--- src/rtl/wall_collision_if.sv ---
// wall_collision_if: frame strobe, tank/wall inputs and committed-move outputs of wall_collision
interface wall_collision_if;
    logic       frame_clk;
    logic [9:0] Tank_X, Tank_Y;
    logic [9:0] Motion_X, Motion_Y;
    logic [9:0] X1, X2, X3, X4;
    logic [9:0] Y1, Y2, Y3, Y4;
    logic [9:0] Next_X, Next_Y;
    logic [3:0] hit_mask;
    logic       blocked;
    logic       done;
    logic       busy;
    logic       overrun;
    modport master (
        output frame_clk, Tank_X, Tank_Y, Motion_X, Motion_Y, X1, X2, X3, X4, Y1, Y2, Y3, Y4,
        input  Next_X, Next_Y, hit_mask, blocked, done, busy, overrun
    );
    modport slave (
        input  frame_clk, Tank_X, Tank_Y, Motion_X, Motion_Y, X1, X2, X3, X4, Y1, Y2, Y3, Y4,
        output Next_X, Next_Y, hit_mask, blocked, done, busy, overrun
    );
endinterface

--- src/rtl/wall_collision.sv ---
// wall_collision: per-frame tank move proposal, screen clamp and sequential four-wall overlap test
module wall_collision #(
    parameter logic [9:0] Tank_Size = 10'd31,
    parameter logic [9:0] Hor_W     = 10'd64,
    parameter logic [9:0] Hor_H     = 10'd32,
    parameter logic [9:0] Vert_W    = 10'd32,
    parameter logic [9:0] Vert_H    = 10'd64,
    parameter logic [9:0] X_Max     = 10'd639,
    parameter logic [9:0] Y_Max     = 10'd479,
    parameter logic [9:0] Init_X    = 10'd300,
    parameter logic [9:0] Init_Y    = 10'd20
) (
    input logic             Clk,
    input logic             Reset,
    wall_collision_if.slave bus
);
    typedef enum logic [1:0] {IDLE, LOAD, CHK, COMMIT} state_t;
    localparam logic [11:0] X_Lim = {2'b00, X_Max - Tank_Size};
    localparam logic [11:0] Y_Lim = {2'b00, Y_Max - Tank_Size};
    state_t            r_state, w_next;
    logic [2:0]        r_sync;
    logic [1:0]        r_idx;
    logic [9:0]        r_px, r_py, r_fx, r_fy;
    logic [2:0]        r_acc;
    logic [9:0]        r_next_x, r_next_y;
    logic [3:0]        r_mask;
    logic              r_blocked, r_done, r_overrun;
    logic              w_frame_evt, w_last;
    logic signed [11:0] w_px, w_py;
    logic [9:0]        w_cx, w_cy, w_wx, w_wy, w_w, w_h;
    logic              w_hit;
    logic [3:0]        w_mask;

    assign w_frame_evt = r_sync[1] & ~r_sync[2];
    assign w_last      = (r_state == CHK) && (r_idx == 2'd3);
    assign w_px = $signed({2'b00, bus.Tank_X}) + $signed({{2{bus.Motion_X[9]}}, bus.Motion_X});
    assign w_py = $signed({2'b00, bus.Tank_Y}) + $signed({{2{bus.Motion_Y[9]}}, bus.Motion_Y});
    assign w_cx = w_px[11] ? 10'd0 : (w_px > X_Lim) ? X_Lim[9:0] : w_px[9:0];
    assign w_cy = w_py[11] ? 10'd0 : (w_py > Y_Lim) ? Y_Lim[9:0] : w_py[9:0];
    assign w_wx = (r_idx == 2'd0) ? bus.X1 : (r_idx == 2'd1) ? bus.X2 : (r_idx == 2'd2) ? bus.X3 : bus.X4;
    assign w_wy = (r_idx == 2'd0) ? bus.Y1 : (r_idx == 2'd1) ? bus.Y2 : (r_idx == 2'd2) ? bus.Y3 : bus.Y4;
    assign w_w  = r_idx[0] ? Vert_W : Hor_W;
    assign w_h  = r_idx[0] ? Vert_H : Hor_H;
    assign w_hit = ({1'b0, r_px} <= {1'b0, w_wx} + {1'b0, w_w}) &&
                   ({1'b0, w_wx} <= {1'b0, r_px} + {1'b0, Tank_Size}) &&
                   ({1'b0, r_py} <= {1'b0, w_wy} + {1'b0, w_h}) &&
                   ({1'b0, w_wy} <= {1'b0, r_py} + {1'b0, Tank_Size});
    assign w_mask = {w_hit, r_acc};

    assign bus.Next_X   = r_next_x;
    assign bus.Next_Y   = r_next_y;
    assign bus.hit_mask = r_mask;
    assign bus.blocked  = r_blocked;
    assign bus.done     = r_done;
    assign bus.busy     = (r_state != IDLE);
    assign bus.overrun  = r_overrun;

    // synchronize the frame strobe and keep one extra flop for rising-edge detection
    always_ff @(posedge Clk or negedge Reset) begin
        if (!Reset) r_sync <= 3'b000;
        else        r_sync <= {r_sync[1:0], bus.frame_clk};
    end

    // state register
    always_ff @(posedge Clk or negedge Reset) begin
        if (!Reset) r_state <= IDLE;
        else        r_state <= w_next;
    end

    // next state: a frame event only starts a move from IDLE
    always_comb begin
        w_next = r_state;
        w_next = (r_state == IDLE && w_frame_evt) ? LOAD :
                 (r_state == LOAD)                ? CHK :
                 w_last                           ? COMMIT :
                 (r_state == COMMIT)              ? IDLE : r_state;
    end

    // latch proposal and fallback, walk the walls and commit the result
    always_ff @(posedge Clk or negedge Reset) begin
        if (!Reset) begin
            r_idx     <= 2'd0;
            r_px      <= 10'd0;
            r_py      <= 10'd0;
            r_fx      <= 10'd0;
            r_fy      <= 10'd0;
            r_acc     <= 3'd0;
            r_next_x  <= Init_X;
            r_next_y  <= Init_Y;
            r_mask    <= 4'd0;
            r_blocked <= 1'b0;
            r_done    <= 1'b0;
            r_overrun <= 1'b0;
        end else begin
            r_idx     <= (r_state == CHK) ? r_idx + 2'd1 : 2'd0;
            r_done    <= w_last;
            r_overrun <= r_overrun | (w_frame_evt && r_state != IDLE);
            if (r_state == LOAD) begin
                r_px  <= w_cx;
                r_py  <= w_cy;
                r_fx  <= bus.Tank_X;
                r_fy  <= bus.Tank_Y;
                r_acc <= 3'd0;
            end
            if (r_state == CHK && !w_last) r_acc <= {w_hit, r_acc[2:1]};
            if (w_last) begin
                r_mask    <= w_mask;
                r_blocked <= |w_mask;
                r_next_x  <= (|w_mask) ? r_fx : r_px;
                r_next_y  <= (|w_mask) ? r_fy : r_py;
            end
        end
    end
endmodule

--- src/flat_wrapper.sv ---
// flat-port wrapper written by rule: the top's interface ports become plain ports
module wall_collision_flat 
#(
    parameter logic [9:0] Tank_Size = 10'd31,
    parameter logic [9:0] Hor_W     = 10'd64,
    parameter logic [9:0] Hor_H     = 10'd32,
    parameter logic [9:0] Vert_W    = 10'd32,
    parameter logic [9:0] Vert_H    = 10'd64,
    parameter logic [9:0] X_Max     = 10'd639,
    parameter logic [9:0] Y_Max     = 10'd479,
    parameter logic [9:0] Init_X    = 10'd300,
    parameter logic [9:0] Init_Y    = 10'd20
)
  (Clk, Reset, bus_frame_clk, bus_Tank_X, bus_Tank_Y, bus_Motion_X, bus_Motion_Y, bus_X1, bus_X2, bus_X3, bus_X4, bus_Y1, bus_Y2, bus_Y3, bus_Y4, bus_Next_X, bus_Next_Y, bus_hit_mask, bus_blocked, bus_done, bus_busy, bus_overrun);
  wall_collision_if bus_i ();
  input logic Clk;
  input logic Reset;
  input wire logic [$bits(bus_i.frame_clk)-1:0] bus_frame_clk;
  input wire logic [$bits(bus_i.Tank_X)-1:0] bus_Tank_X;
  input wire logic [$bits(bus_i.Tank_Y)-1:0] bus_Tank_Y;
  input wire logic [$bits(bus_i.Motion_X)-1:0] bus_Motion_X;
  input wire logic [$bits(bus_i.Motion_Y)-1:0] bus_Motion_Y;
  input wire logic [$bits(bus_i.X1)-1:0] bus_X1;
  input wire logic [$bits(bus_i.X2)-1:0] bus_X2;
  input wire logic [$bits(bus_i.X3)-1:0] bus_X3;
  input wire logic [$bits(bus_i.X4)-1:0] bus_X4;
  input wire logic [$bits(bus_i.Y1)-1:0] bus_Y1;
  input wire logic [$bits(bus_i.Y2)-1:0] bus_Y2;
  input wire logic [$bits(bus_i.Y3)-1:0] bus_Y3;
  input wire logic [$bits(bus_i.Y4)-1:0] bus_Y4;
  output wire logic [$bits(bus_i.Next_X)-1:0] bus_Next_X;
  output wire logic [$bits(bus_i.Next_Y)-1:0] bus_Next_Y;
  output wire logic [$bits(bus_i.hit_mask)-1:0] bus_hit_mask;
  output wire logic [$bits(bus_i.blocked)-1:0] bus_blocked;
  output wire logic [$bits(bus_i.done)-1:0] bus_done;
  output wire logic [$bits(bus_i.busy)-1:0] bus_busy;
  output wire logic [$bits(bus_i.overrun)-1:0] bus_overrun;
  assign bus_i.frame_clk = bus_frame_clk;
  assign bus_i.Tank_X = bus_Tank_X;
  assign bus_i.Tank_Y = bus_Tank_Y;
  assign bus_i.Motion_X = bus_Motion_X;
  assign bus_i.Motion_Y = bus_Motion_Y;
  assign bus_i.X1 = bus_X1;
  assign bus_i.X2 = bus_X2;
  assign bus_i.X3 = bus_X3;
  assign bus_i.X4 = bus_X4;
  assign bus_i.Y1 = bus_Y1;
  assign bus_i.Y2 = bus_Y2;
  assign bus_i.Y3 = bus_Y3;
  assign bus_i.Y4 = bus_Y4;
  assign bus_Next_X = bus_i.Next_X;
  assign bus_Next_Y = bus_i.Next_Y;
  assign bus_hit_mask = bus_i.hit_mask;
  assign bus_blocked = bus_i.blocked;
  assign bus_done = bus_i.done;
  assign bus_busy = bus_i.busy;
  assign bus_overrun = bus_i.overrun;
  wall_collision #(.Tank_Size(Tank_Size), .Hor_W(Hor_W), .Hor_H(Hor_H), .Vert_W(Vert_W), .Vert_H(Vert_H), .X_Max(X_Max), .Y_Max(Y_Max), .Init_X(Init_X), .Init_Y(Init_Y)) u_core (.Clk(Clk), .Reset(Reset), .bus(bus_i));
endmodule
--- config.mk ---
export PLATFORM = sky130hd
export DESIGN_NAME = wall_collision_flat
export DESIGN_NICKNAME = d
export VERILOG_FILES = /design/src/rtl/wall_collision_if.sv /design/src/rtl/wall_collision.sv /design/src/flat_wrapper.sv
export SDC_FILE = /design/constraint.sdc
export NUM_CORES = 1
export LEC_CHECK = 0
export ABC_AREA = 1
export BUFFER_PORTS_ARGS = -buffer_cell sky130_fd_sc_hd__buf_2
export CORE_ASPECT_RATIO = 1.75
export CORE_UTILIZATION = 50
export CTS_CLUSTER_SIZE = 28
export DETAILED_ROUTE_END_ITERATION = 16
export PLACE_DENSITY_LB_ADDON = 0.1
export SYNTH_ARGS = -nofsm -noshare
export SYNTH_HDL_FRONTEND = slang
export SYNTH_SLANG_ARGS = --single-unit
--- constraint.sdc ---
create_clock -name Clk -period 10.4 [get_ports Clk]
set_input_delay 1.04 -clock Clk [delete_from_list [all_inputs] [get_ports Clk]]
set_output_delay 1.04 -clock Clk [all_outputs]
set_load 0.05 [all_outputs]
Word-level counts from Yosys, hierarchy flattened
Cells that the tools add are included.
{ "word_totals": {"register_bits": 77, "latch_bits": 0, "ramBits": 0, "romBits": 0, "inputBits": 123, "elab_cells": 71, "memories": 0} }
{ "op_classes": {"add_sub_neg": 7, "multipliers": 0, "n_div": 0, "n_lt_le_gt_ge": 6, "n_eq_ne": 6, "n_shift": 0, "mux": 21, "bitwise": 3, "reduce_logical": 14} }
{ "ops": {"columns": ["op", "count"], "rows": [
  ["10-bit two-way mux", 12],
  ["10-bit by 11-bit less-or-equal comparator with 1-bit output", 4],
  ["11-bit by 10-bit adder with 12-bit output", 2],
  ["10-bit by 10-bit adder with 11-bit output", 2],
  ["10-bit by 5-bit adder with 11-bit output, second input constant", 2],
  ["7-bit two-way mux", 2],
  ["12-bit by 10-bit greater-than comparator with 1-bit output, second input constant", 1],
  ["12-bit by 9-bit greater-than comparator with 1-bit output, second input constant", 1],
  ["2-bit two-way mux", 5],
  ["2-bit == test, second input constant", 4],
  ["1-bit logical AND", 7],
  ["3-bit two-way mux", 2],
  ["2-bit by 1-bit == test with 1-bit output, second input constant", 2],
  ["2-bit zero test", 2],
  ["2-bit nonzero test", 2],
  ["4-bit nonzero test", 1],
  ["4-bit OR reduction", 1],
  ["2-bit by 1-bit adder with 2-bit output, second input constant", 1],
  ["1-bit AND", 1],
  ["1-bit zero test", 1],
  ["1-bit inverter", 1],
  ["1-bit OR", 1]
]} }

Logic depth before layout (Yosys ltp)
Gate-level depths: netlist of run 1.
{ "depth": {"depth_word": 11, "mapped_depth": 28, "ltp_nobuf": 25} }

Worst setup path after synthesis of run 1
Ideal clock, no wire load.
{ "synth_timing": {"kind": "register to register", "startpoint": "register u_core.r_idx[0]", "endpoint": "register u_core.r_next_x[4], in the netlist u_core.bus.Next_X[4]", "setup_ns": 0.118, "t_arrival_ns": 3.685, "t_required_ns": 10.282, "path_slack_ns": 6.597, "stages_incl_launch_ff": 25, "path_buffers": 3, "cell_sequence": "dfrtp_1 -> inv_1 -> ha_1 -> buf_4 -> clkbuf_1 -> nand2_1 -> nand3_1 -> o21ai_0 -> a21oi_1 -> ha_1 -> inv_1 -> fa_1 -> nor2_1 -> xor2_1 -> ha_1 -> inv_1 -> nor4_1 -> nor2_1 -> nand2_1 -> nand4_2 -> nand2_2 -> buf_4 -> nand2_1 -> nand3_1 -> nand2_1"} }
{ "synth_via": {"elab_chain_cells": 11, "elab_cells_between_ends": 24, "cone_classes": "2 x add/sub; 4 x order compare; 3 x eq/ne; 9 x mux; 6 x reduce/logical"} }
{ "synth_rtl": {"columns": ["item", "line", "source"], "rows": [
  ["start, declared", "wall_collision.sv:22", "logic [1:0] r_idx;"],
  ["start signal, assigned", "wall_collision.sv:95", "r_idx <= (r_state == CHK) ? r_idx + 2'd1 : 2'd0;"],
  ["2-bit == test", "wall_collision.sv:40, wall_collision.sv:41", null],
  ["10-bit two-way mux (3 in a row)", "wall_collision.sv:40", "assign w_wx = (r_idx == 2'd0) ? bus.X1 : (r_idx == 2'd1) ? bus.X2 : (r_idx == 2'd2) ? bus.X3 : bus.X4;"],
  ["10-bit by 10-bit adder with 11-bit output", "wall_collision.sv:44", "assign w_hit = ({1'b0, r_px} <= {1'b0, w_wx} + {1'b0, w_w}) &&"],
  ["10-bit by 11-bit less-or-equal comparator with 1-bit output", "wall_collision.sv:44", null],
  ["1-bit logical AND", "wall_collision.sv:44", null],
  ["1-bit logical AND", "wall_collision.sv:45", "({1'b0, w_wx} <= {1'b0, r_px} + {1'b0, Tank_Size}) &&"],
  ["1-bit logical AND", "wall_collision.sv:46", "({1'b0, r_py} <= {1'b0, w_wy} + {1'b0, w_h}) &&"],
  ["4-bit OR reduction", "wall_collision.sv:109", "r_next_x <= (|w_mask) ? r_fx : r_px;"],
  ["10-bit two-way mux", "wall_collision.sv:109", null],
  ["end signal, assigned", "wall_collision.sv:88", "r_next_x <= Init_X;"],
  ["end signal, assigned", "wall_collision.sv:109", null],
  ["end, declared", "wall_collision.sv:25", "logic [9:0] r_next_x, r_next_y;"]
]} }
Parallel ways exist; a longest one is shown, timed or not.
A chain may end at the register's enable or synchronous reset.

Worst setup path in the final report of run 1
{ "layout_timing": {"startpoint": "register u_core.r_idx[0]", "endpoint": "register u_core.r_next_y[9], in the netlist u_core.bus.Next_Y[9]"} }
{ "layout_via": {"elab_chain_cells": 11, "elab_cells_between_ends": 24, "cone_classes": "2 x add/sub; 4 x order compare; 3 x eq/ne; 9 x mux; 6 x reduce/logical"} }
{ "layout_rtl": {"columns": ["item", "line", "source"], "rows": [
  ["2-bit == test", "wall_collision.sv:40, wall_collision.sv:41", null],
  ["10-bit two-way mux (3 in a row)", "wall_collision.sv:40", null],
  ["10-bit by 10-bit adder with 11-bit output", "wall_collision.sv:44", null],
  ["10-bit by 11-bit less-or-equal comparator with 1-bit output", "wall_collision.sv:44", null],
  ["1-bit logical AND", "wall_collision.sv:44", null],
  ["1-bit logical AND", "wall_collision.sv:45", null],
  ["1-bit logical AND", "wall_collision.sv:46", null],
  ["4-bit OR reduction", "wall_collision.sv:110", "r_next_y <= (|w_mask) ? r_fy : r_py;"],
  ["10-bit two-way mux", "wall_collision.sv:110", null],
  ["end signal, assigned", "wall_collision.sv:89", "r_next_y <= Init_Y;"],
  ["end signal, assigned", "wall_collision.sv:110", null],
  ["end, declared", "wall_collision.sv:25", null]
]} }
Parallel ways exist; a longest one is shown, timed or not.

==> impl_metrics.toml, run 1 <==
[cts]
tritoncts = "yes"
cts_root_buffer = "clkbuf_16"
cts-buffers-inserted = 9
cts.reportedPaths.clkPinSlew_ps = 60
h-tree-depth = 3
cts_setup_buffers = 0
cts_max_path_buffers = 2
cts_resized = 0
clock_latency_ps = 330
cts_hold_buffers = 0
cts_sinks = 77

[cells_and_area]
layout-drive-gt1-share_pct = 18.3
final_common_cell = "nand2_1"
utilization_pct = 60.5
antenna_cells = 0
stdcell_count = 1220
final_nets = 1247
areaGrowthSynthToFinish_pct = 17.5
final_cell_mix = "nand2_1, buf_2, inv_1"

[setup_path]
max_stage_delay_ps = 690
crit_chain = "inv_1, ha_1, inv_2, nand2_1, nand3_1, o21ai_0, a21oi_1, ha_1, fa_1, nand3_1, xor2_1, ha_1, nand2_1, nor4_1, a21oi_1, nand2_1, nand4_2, nand2_2, nand2_1, nand3_1, nand2_1"
cp_common_cell = "nand2_1"
cp-end-kind = "flop"
arrival_ps = 5530
cp_slowest_cell = "ha_1"
crit_type = "flop to flop"
cp.required_ps = 10620
cp-start-kind = "flop"
crit_fanout = 23

[floorplan]
die_y_um = 152
dieArea_um2 = 13400
start_util_pct = 51.4
rows = 54
core_area_um2 = 12600
die_width_um = 88.0
ios = 151

[synth]
syn_inst = 911
yosys_warnings = 0
syn_area_um2 = 6460
synth-seq-area-share_pct = 29.9
mappedNetlistNets = 1110
postSynthAreaPerCell_um2 = 7.10
yosysTopAreaCell = "dfrtp_1"
synth-seq-cells = 77
yosysTopAreaCellShare_pct = 27.5
netlist-cell-type-count = 37
synth.area.top_cells = "dfrtp_1, nand2_1, ha_1"

[route]
wirelength_um = 16400
drt_iter0_markers = 238
drtPass1Iterations = 4
post-route-drc-count = 0
viasPerCell = 5.10
routedWlPerCell_um = 13.4
ant_nets = 0
vias = 6228

[sta]
timing.final.crit_share_pct = 51.1
setup_viol = 0
fmax_ghz = 0.188
whs_ps = 374
worst_slew_pin_slew_ps = 999
finalHoldViolCount = 0
finalClockSkew_ps = 9.35
min_period_ps = 5310
rsz0062_at_grt = "false"
setup_tns_ps = 0
timing.slew.headroom_pct = 33.3
finalMaxSlewViolations = 0

[pwr]
ir_worst_vdd_uv = 159
p_leak_nw = 4.17
power.total_mw = 2.52
p_per_area_nw_per_um2 = 332

[global_routing]
grt_pass1_vias = 6076
grt_pass1_wl_um = 27000
track_usage_pct = 25.4
antenna_found_initial = 0
grt_max_degree = 78
grt_overflow_total = 0

[placed_design]
placed_cells = 1205
gp_congestion = 0.867
dp_hpwl_um = 13200
io_buffers = 150

[worst_hold_path]
hold_path.class = "flop to flop"

[run_status]
status = "finished clean"

[run]
maxCapViolations = 0
==> worst paths after layout <==
path	from	endpoint	slack, ps	cells after the start
max	u_core.r_idx[0]	u_core.bus.Next_Y[9]	5090	21
min	u_core.r_sync[1]	u_core.r_sync[2]	370	0
max reg2reg	u_core.r_idx[0]	u_core.bus.Next_Y[9]	5090	21
min reg2reg	u_core.r_sync[1]	u_core.r_sync[2]	370	0
max in group asynchronous	Reset	u_core.r_fx[7]	8930	1
min in group asynchronous	Reset	u_core.r_state[0]	840	1
==> through the flow <==
stage	instance area (µm²)	worst slack [ps]
5_1_grt	7600	4540
3_3_place_gp	7330	5140
4_1_cts	7600	5040
6_report	7600	5090
3_5_place_dp	7330	5040
2_1_floorplan	6460	6600
==> state kept, by name, summed over array words and instances (netlist names) <==
signal,cells
u_core.r_px,10
u_core.r_py,10
u_core.r_state,2
u_core.bus.hit_mask,4
u_core.r_fy,10
u_core.bus.Next_Y,10
u_core.r_sync,3
u_core.bus.blocked,1
u_core.bus.Next_X,10
u_core.bus.done,1
u_core.r_fx,10
u_core.r_acc,3
u_core.bus.overrun,1
u_core.r_idx,2
==> layer usage <==
| metal | share of wire [%] | track usage, % | up-vias | wire length (µm) |
|---|---|---|---|---|
| met5 | 0 | 0 | - | 0 |
| met4 | 2.4 | 8.82 | 0 | 386 |
| met3 | 3.7 | 2.11 | 24 | 604 |
| met2 | 52 | 47.5 | 170 | 8500 |
| met1 | 42 | 29.2 | 2784 | 6880 |
| li1 | - | - | 3250 | - |
==> synthesized netlist by cell type <==
library cell,instances
nand2_1,248
inv_1,118
nand3_1,84
ha_1,72
dfrtp_1,71
nor2_1,70
a21oi_1,45
o21ai_0,35
xor2_1,26
clkbuf_1,18
o22ai_1,16
nand4_1,14
o31ai_1,12
o21a_1,11
xnor2_1,9
nor3_1,7
a21o_1,6
dfstp_2,6
nand2_2,6
buf_4,4
fa_1,4
a21oi_2,3
buf_2,3
inv_2,3
nand3b_1,3
o21ai_2,3
or2_1,3
nor4_1,2
a21boi_2,1
a22oi_1,1
buf_1,1
buf_6,1
nand3_2,1
nand4_2,1
o21ai_1,1
o21bai_1,1
o22a_1,1
==> worst max-delay path, delay by kind of cell, from the launching register on <==
| family | cells | cell delay [ps] |
|---|---|---|
| XOR/XNOR | 1 | 70 |
| buffers and inverters | 2 | 570 |
| adder cells (fa/ha/maj) | 4 | 1620 |
| flip-flops | 1 | 450 |
| AO/OA/AOI/OAI | 3 | 290 |
| AND/OR/NAND/NOR | 11 | 2180 |
==> power by group <==
group	leakage, nW	internal [mW]	switching, mW
sequential	0.936	0.436	0.0901
clock	0.131	0.166	0.119
combinational	3.10	0.589	1.12
==> cell families after synthesis <==
family                     share of synthesized area [%]
AOI/OAI and AO/OA                                   12.5
adders and majority gates                           15.2
buffers and inverters                               9.00
xor gates and xnor gates                            4.74
and+or+nand+nor                                     28.6
DFF                                                 29.9
==> final cells by class <==
cell class | instances | area [µm²]
Sequential cell | 77 | 1930
Multi-Input combinational cell | 686 | 3950
Inverter | 121 | 454
Tap cell | 168 | 210
Clock buffer | 11 | 243
Fill cell | 1258 | 4970
Clock inverter | 4 | 26.3
Timing Repair Buffer | 153 | 776
Note: power is estimated with default switching activity, not from simulation.
==> inputs of run 2 (changes only) <==
Clock period 10.4 ns to 4.6 ns, I/O delays scaled along.
==> impl_metrics.toml, run 2 (synthesis results as in run 1) <==
[route]
ant_nets = 0
routedWlPerCell_um = 13.4
viasPerCell = 5.09
drtPass1Iterations = 4
wirelength_um = 16500
drt_iter0_markers = 227
post-route-drc-count = 0
vias = 6253

[setup_path]
path_buf_inv = 3
cp_slowest_cell = "dfrtp_1"
crit_type = "flop to flop"
cp.required_ps = 4820
cp_common_cell = "nand2_1"
cp-start-kind = "flop"
critical_path.top_delay_family = "simple AND/OR/NAND/NOR gates"
max_stage_delay_ps = 490
rrSetupSlack_ps = 400
crit_fanout = 21
cp-end-kind = "flop"
crit_chain = "inv_1, ha_1, inv_2, nand2_1, nand3_1, o21ai_0, a21oi_1, ha_1, inv_1, fa_1, ha_1, nand2_1, nor2_1, nand3_1, nor4_1, nor2_1, nand2_1, nand4_2, nand2_2, nand2_1, nand3_1, nand2_1"
arrival_ps = 4420

[global_routing]
grt_pass1_vias = 6243
antenna_found_initial = 0
grt_overflow_total = 0
grt_max_degree = 78
track_usage_pct = 25.6
grt_pass1_wl_um = 27500

[sta]
setup_viol = 0
setup_tns_ps = 0
fmax_ghz = 0.238
min_period_ps = 4200
finalClockSkew_ps = 9.05
rsz0062_at_grt = "false"
finalMaxSlewViolations = 0
worst_slew_pin_slew_ps = 961
timing.slew.headroom_pct = 35.9
timing.final.crit_share_pct = 91.4
finalHoldViolCount = 0

[pwr]
p_comb_share_pct = 66.3
power.total_mw = 5.90
ir_worst_vdd_uv = 361
p_leak_nw = 4.23
clockPowerShare_pct = 13.5
intPower_mw = 2.88
switching_share_pct = 51.3
p_switching_mw = 3.03
seqPwrFrac_pct = 20.2
p_per_area_nw_per_um2 = 765

[floorplan]
die_width_um = 88.0
core_area_um2 = 12600
start_util_pct = 51.4
die_y_um = 152
ios = 151
rows = 54
dieArea_um2 = 13400

[cts]
clock_latency_ps = 340
cts-buffers-inserted = 9
cts.reportedPaths.clkPinSlew_ps = 60
cts_root_buffer = "clkbuf_16"
cts_setup_buffers = 0
cts_resized = 0
tritoncts = "yes"
h-tree-depth = 3
cts_hold_buffers = 0
cts_sinks = 77
cts_max_path_buffers = 2

[cells_and_area]
final_cell_mix = "nand2_1, buf_2, inv_1"
final_common_cell = "nand2_1"
layout-drive-gt1-share_pct = 18.7
areaGrowthSynthToFinish_pct = 19.3
final_nets = 1254
antenna_cells = 0

[run]
maxCapViolations = 0

[placed_design]
gp_congestion = 0.871
io_buffers = 150
dp_hpwl_um = 13300

[run_status]
status = "finished clean"

[worst_hold_path]
hold_path.class = "primary input to flop"
## run 2: cell types whose count changed in the layout (fill, tap and decap cells not counted), sizes merged
cell,before,now
buf,153,160
bufinv,0,3
clkinv,3,0
clkbuf,11,12
## run 2: final timing paths
| path | startpoint | endpoint | depth (start not counted) |
|---|---|---|---|
| hold reg to reg | u_core.r_sync[0] | u_core.r_sync[1] | 0 |
| setup reg to reg | u_core.r_idx[0] | u_core.bus.Next_Y[9] | 22 |
| setup / recovery | u_core.r_idx[0] | u_core.bus.Next_Y[9] | 22 |
| max in group asynchronous | Reset | u_core.r_px[2] | 1 |
| hold / removal | bus_frame_clk | u_core.r_sync[0] | 1 |
| min in group asynchronous | Reset | u_core.r_state[0] | 1 |
## run 2: per-stage QoR
stage | util [%] | cell area, µm² | hold WS [ps] | setup WS (ps) | instances
after floorplan | - | 6460 | 164 | 797 | 911
after global placement | 58.7 | 7380 | 362 | 584 | 1212
after detailed placement | 58.7 | 7380 | 360 | 453 | 1212
after CTS | 61.4 | 7710 | 244 | 423 | 1228
after global routing | 61.4 | 7710 | 245 | 13.0 | 1228
final | 61.4 | 7710 | 250 | 396 | 1228
## run 2: power groups by stage
stage | registers, mW | clock network (mW) | logic (mW)
floorplan | 1.53 | 0 | 2.66
global placement | 1.19 | 0 | 3.86
detailed placement | 1.20 | 0 | 3.92
CTS | 1.19 | 0.808 | 3.95
global route | 1.23 | 0.835 | 4.44
finish | 1.19 | 0.799 | 3.91
## run 2: layout make-up
| cell class | instances | area [µm²] |
|---|---|---|
| clock inverters | 4 | 97.6 |
| fillers | 1263 | 4850 |
| clock buffers | 12 | 236 |
| multi-input cells | 686 | 3950 |
| repair buffers | 160 | 828 |
| well taps | 168 | 210 |
| inverters | 121 | 454 |
| flip-flops and latches | 77 | 1930 |
## run 2: per-layer routing
layer	GRT usage (%)	vias up	wire length, µm
li1	-	3263	-
met3	2.60	25	694
met5	0	-	0
met4	8.04	0	353
met2	47.8	173	8560
met1	29.7	2792	6860
==> inputs of run 3 (changes only) <==
--- a/config.mk
+++ b/config.mk
@@ -11,2 +11,3 @@
 export CORE_UTILIZATION = 50
+export CTS_BUF_LIST = sky130_fd_sc_hd__clkbuf_8
 export CTS_CLUSTER_SIZE = 28
==> constraint.sdc (replaced) <==
create_clock -name Clk -period 4.6 [get_ports Clk]
set_input_delay 0.69 -clock Clk [delete_from_list [all_inputs] [get_ports Clk]]
set_output_delay 0.69 -clock Clk [all_outputs]
set_load 0.05 [all_outputs]
==> impl_metrics.toml, run 3 (synthesis results as in run 1) <==
[route]
post-route-drc-count = 0
wl_met1_um = 6840
highest_layer = "met4"
viasPerCell = 5.06
met2WireLength_um = 8510
wl_met3_um = 650
vias = 6214
drt_iter0_markers = 217
routedWlPerCell_um = 13.3
wirelength_um = 16300
ant_nets = 0
drtPass1Iterations = 4

[floorplan]
die_width_um = 88.0
start_util_pct = 51.4
die_y_um = 152
core_area_um2 = 12600
ios = 151
dieArea_um2 = 13400
rows = 54

[sta]
timing.slew.headroom_pct = 36.6
setup_tns_ps = 0
finalHoldViolCount = 0
finalMaxSlewViolations = 0
finalClockSkew_ps = 15.8
timing.final.crit_share_pct = 91.1
fmax_ghz = 0.239
setup_viol = 0
worst_slew_pin_slew_ps = 952
rsz0062_at_grt = "false"
min_period_ps = 4190

[setup_path]
crit_type = "flop to flop"
crit_chain = "inv_1, ha_1, inv_2, nand2_1, nand3_1, o21ai_0, a21oi_1, ha_1, inv_1, fa_1, nor2_1, xor2_1, ha_1, inv_1, nor4_1, nor2_1, nand2_1, nand4_2, nand2_2, nand2_1, nand3_1, nand2_1"
cp_common_cell = "nand2_1"
max_stage_delay_ps = 500
cp-end-kind = "flop"
cp_slowest_cell = "dfrtp_1"
arrival_ps = 4440
crit_fanout = 21
cp-start-kind = "flop"
cp.required_ps = 4850

[global_routing]
grt_max_degree = 78
grt_overflow_total = 0
antenna_found_initial = 0
grt_pass1_wl_um = 27200
grt_pass1_vias = 6210
track_usage_pct = 25.4

[cts]
cts_root_buffer = "clkbuf_8"
cts_setup_buffers = 0
cts_max_path_buffers = 2
tritoncts = "yes"
cts_resized = 0
cts.reportedPaths.clkPinSlew_ps = 90
cts-buffers-inserted = 9
clock_latency_ps = 360
cts_hold_buffers = 0
h-tree-depth = 3
cts_sinks = 77

[worst_hold_path]
hold_path.class = "flop to flop"

[cells_and_area]
layout-drive-gt1-share_pct = 18.7
final_nets = 1254
antenna_cells = 0
areaGrowthSynthToFinish_pct = 17.8
final_common_cell = "nand2_1"
utilization_pct = 60.6
final_cell_mix = "nand2_1, buf_2, inv_1"

[pwr]
seqPwrFrac_pct = 20.9
clockPowerShare_pct = 10.6
p_leak_nw = 4.19
p_switching_mw = 3.00
p_per_area_nw_per_um2 = 748
ir_worst_vdd_uv = 446
switching_share_pct = 52.7
p_comb_share_pct = 68.6
intPower_mw = 2.70

[placed_design]
io_buffers = 150
dp_hpwl_um = 13300
gp_congestion = 0.871

[run]
maxCapViolations = 0

[run_status]
status = "finished clean"
==> run 3: worst paths after layout <==
| check | start | slack (ps) | end | cells past startpoint |
|---|---|---|---|---|
| min in group asynchronous | Reset | 460 | u_core.r_fy[7] | 1 |
| hold reg to reg | u_core.r_sync[0] | 370 | u_core.r_sync[1] | 0 |
| setup reg to reg | u_core.r_idx[0] | 410 | u_core.bus.Next_Y[8] | 22 |
| max in group asynchronous | Reset | 3500 | u_core.r_px[1] | 1 |
| setup / recovery | u_core.r_idx[0] | 410 | u_core.bus.Next_Y[8] | 22 |
| hold / removal | u_core.r_sync[0] | 370 | u_core.r_sync[1] | 0 |
==> run 3: layer usage <==
layer / vias up / global-route usage (%)
met5: - / 0
met4: 0 / 8.51
met3: 24 / 2.65
met2: 154 / 47.3
met1: 2770 / 29.2
li1: 3266 / -
==> run 3: through the flow <==
step	hold slack [ps]	instance area [µm²]	cells	power, mW	worst slack, ps
floorplan	331	6460	911	4.18	797
CTS	367	7610	1228	5.74	411
finish	370	7610	1228	5.70	411
global route	373	7610	1228	6.30	16.6
detailed placement	360	7380	1212	5.11	453
global placement	362	7380	1212	5.05	584
==> run 3: power by group through the flow <==
stage / clock network, mW / registers [mW] / logic (mW)
global route: 0.637 / 1.23 / 4.43
finish: 0.601 / 1.19 / 3.91
floorplan: 0 / 1.53 / 2.66
global placement: 0 / 1.19 / 3.86
detailed placement: 0 / 1.20 / 3.92
CTS: 0.609 / 1.19 / 3.94
==> run 3: layout make-up <==
cell class	count	area (µm²)
Fill cell	1282	4950
Multi-Input combinational cell	686	3950
Sequential cell	77	1930
Timing Repair Buffer	160	828
Inverter	121	454
Tap cell	168	210
Clock buffer	9	124
Clock inverter	7	109
==> run 3: worst max-delay path, delay by kind of cell (launching register included) <==
| family | cells | cell delay [ps] |
|---|---|---|
| AO/OA/AOI/OAI | 2 | 310 |
| XOR/XNOR | 1 | 90 |
| adder cells (fa/ha/maj) | 4 | 1200 |
| buffers and inverters | 4 | 500 |
| flip-flops | 1 | 500 |
| AND/OR/NAND/NOR | 11 | 1430 |
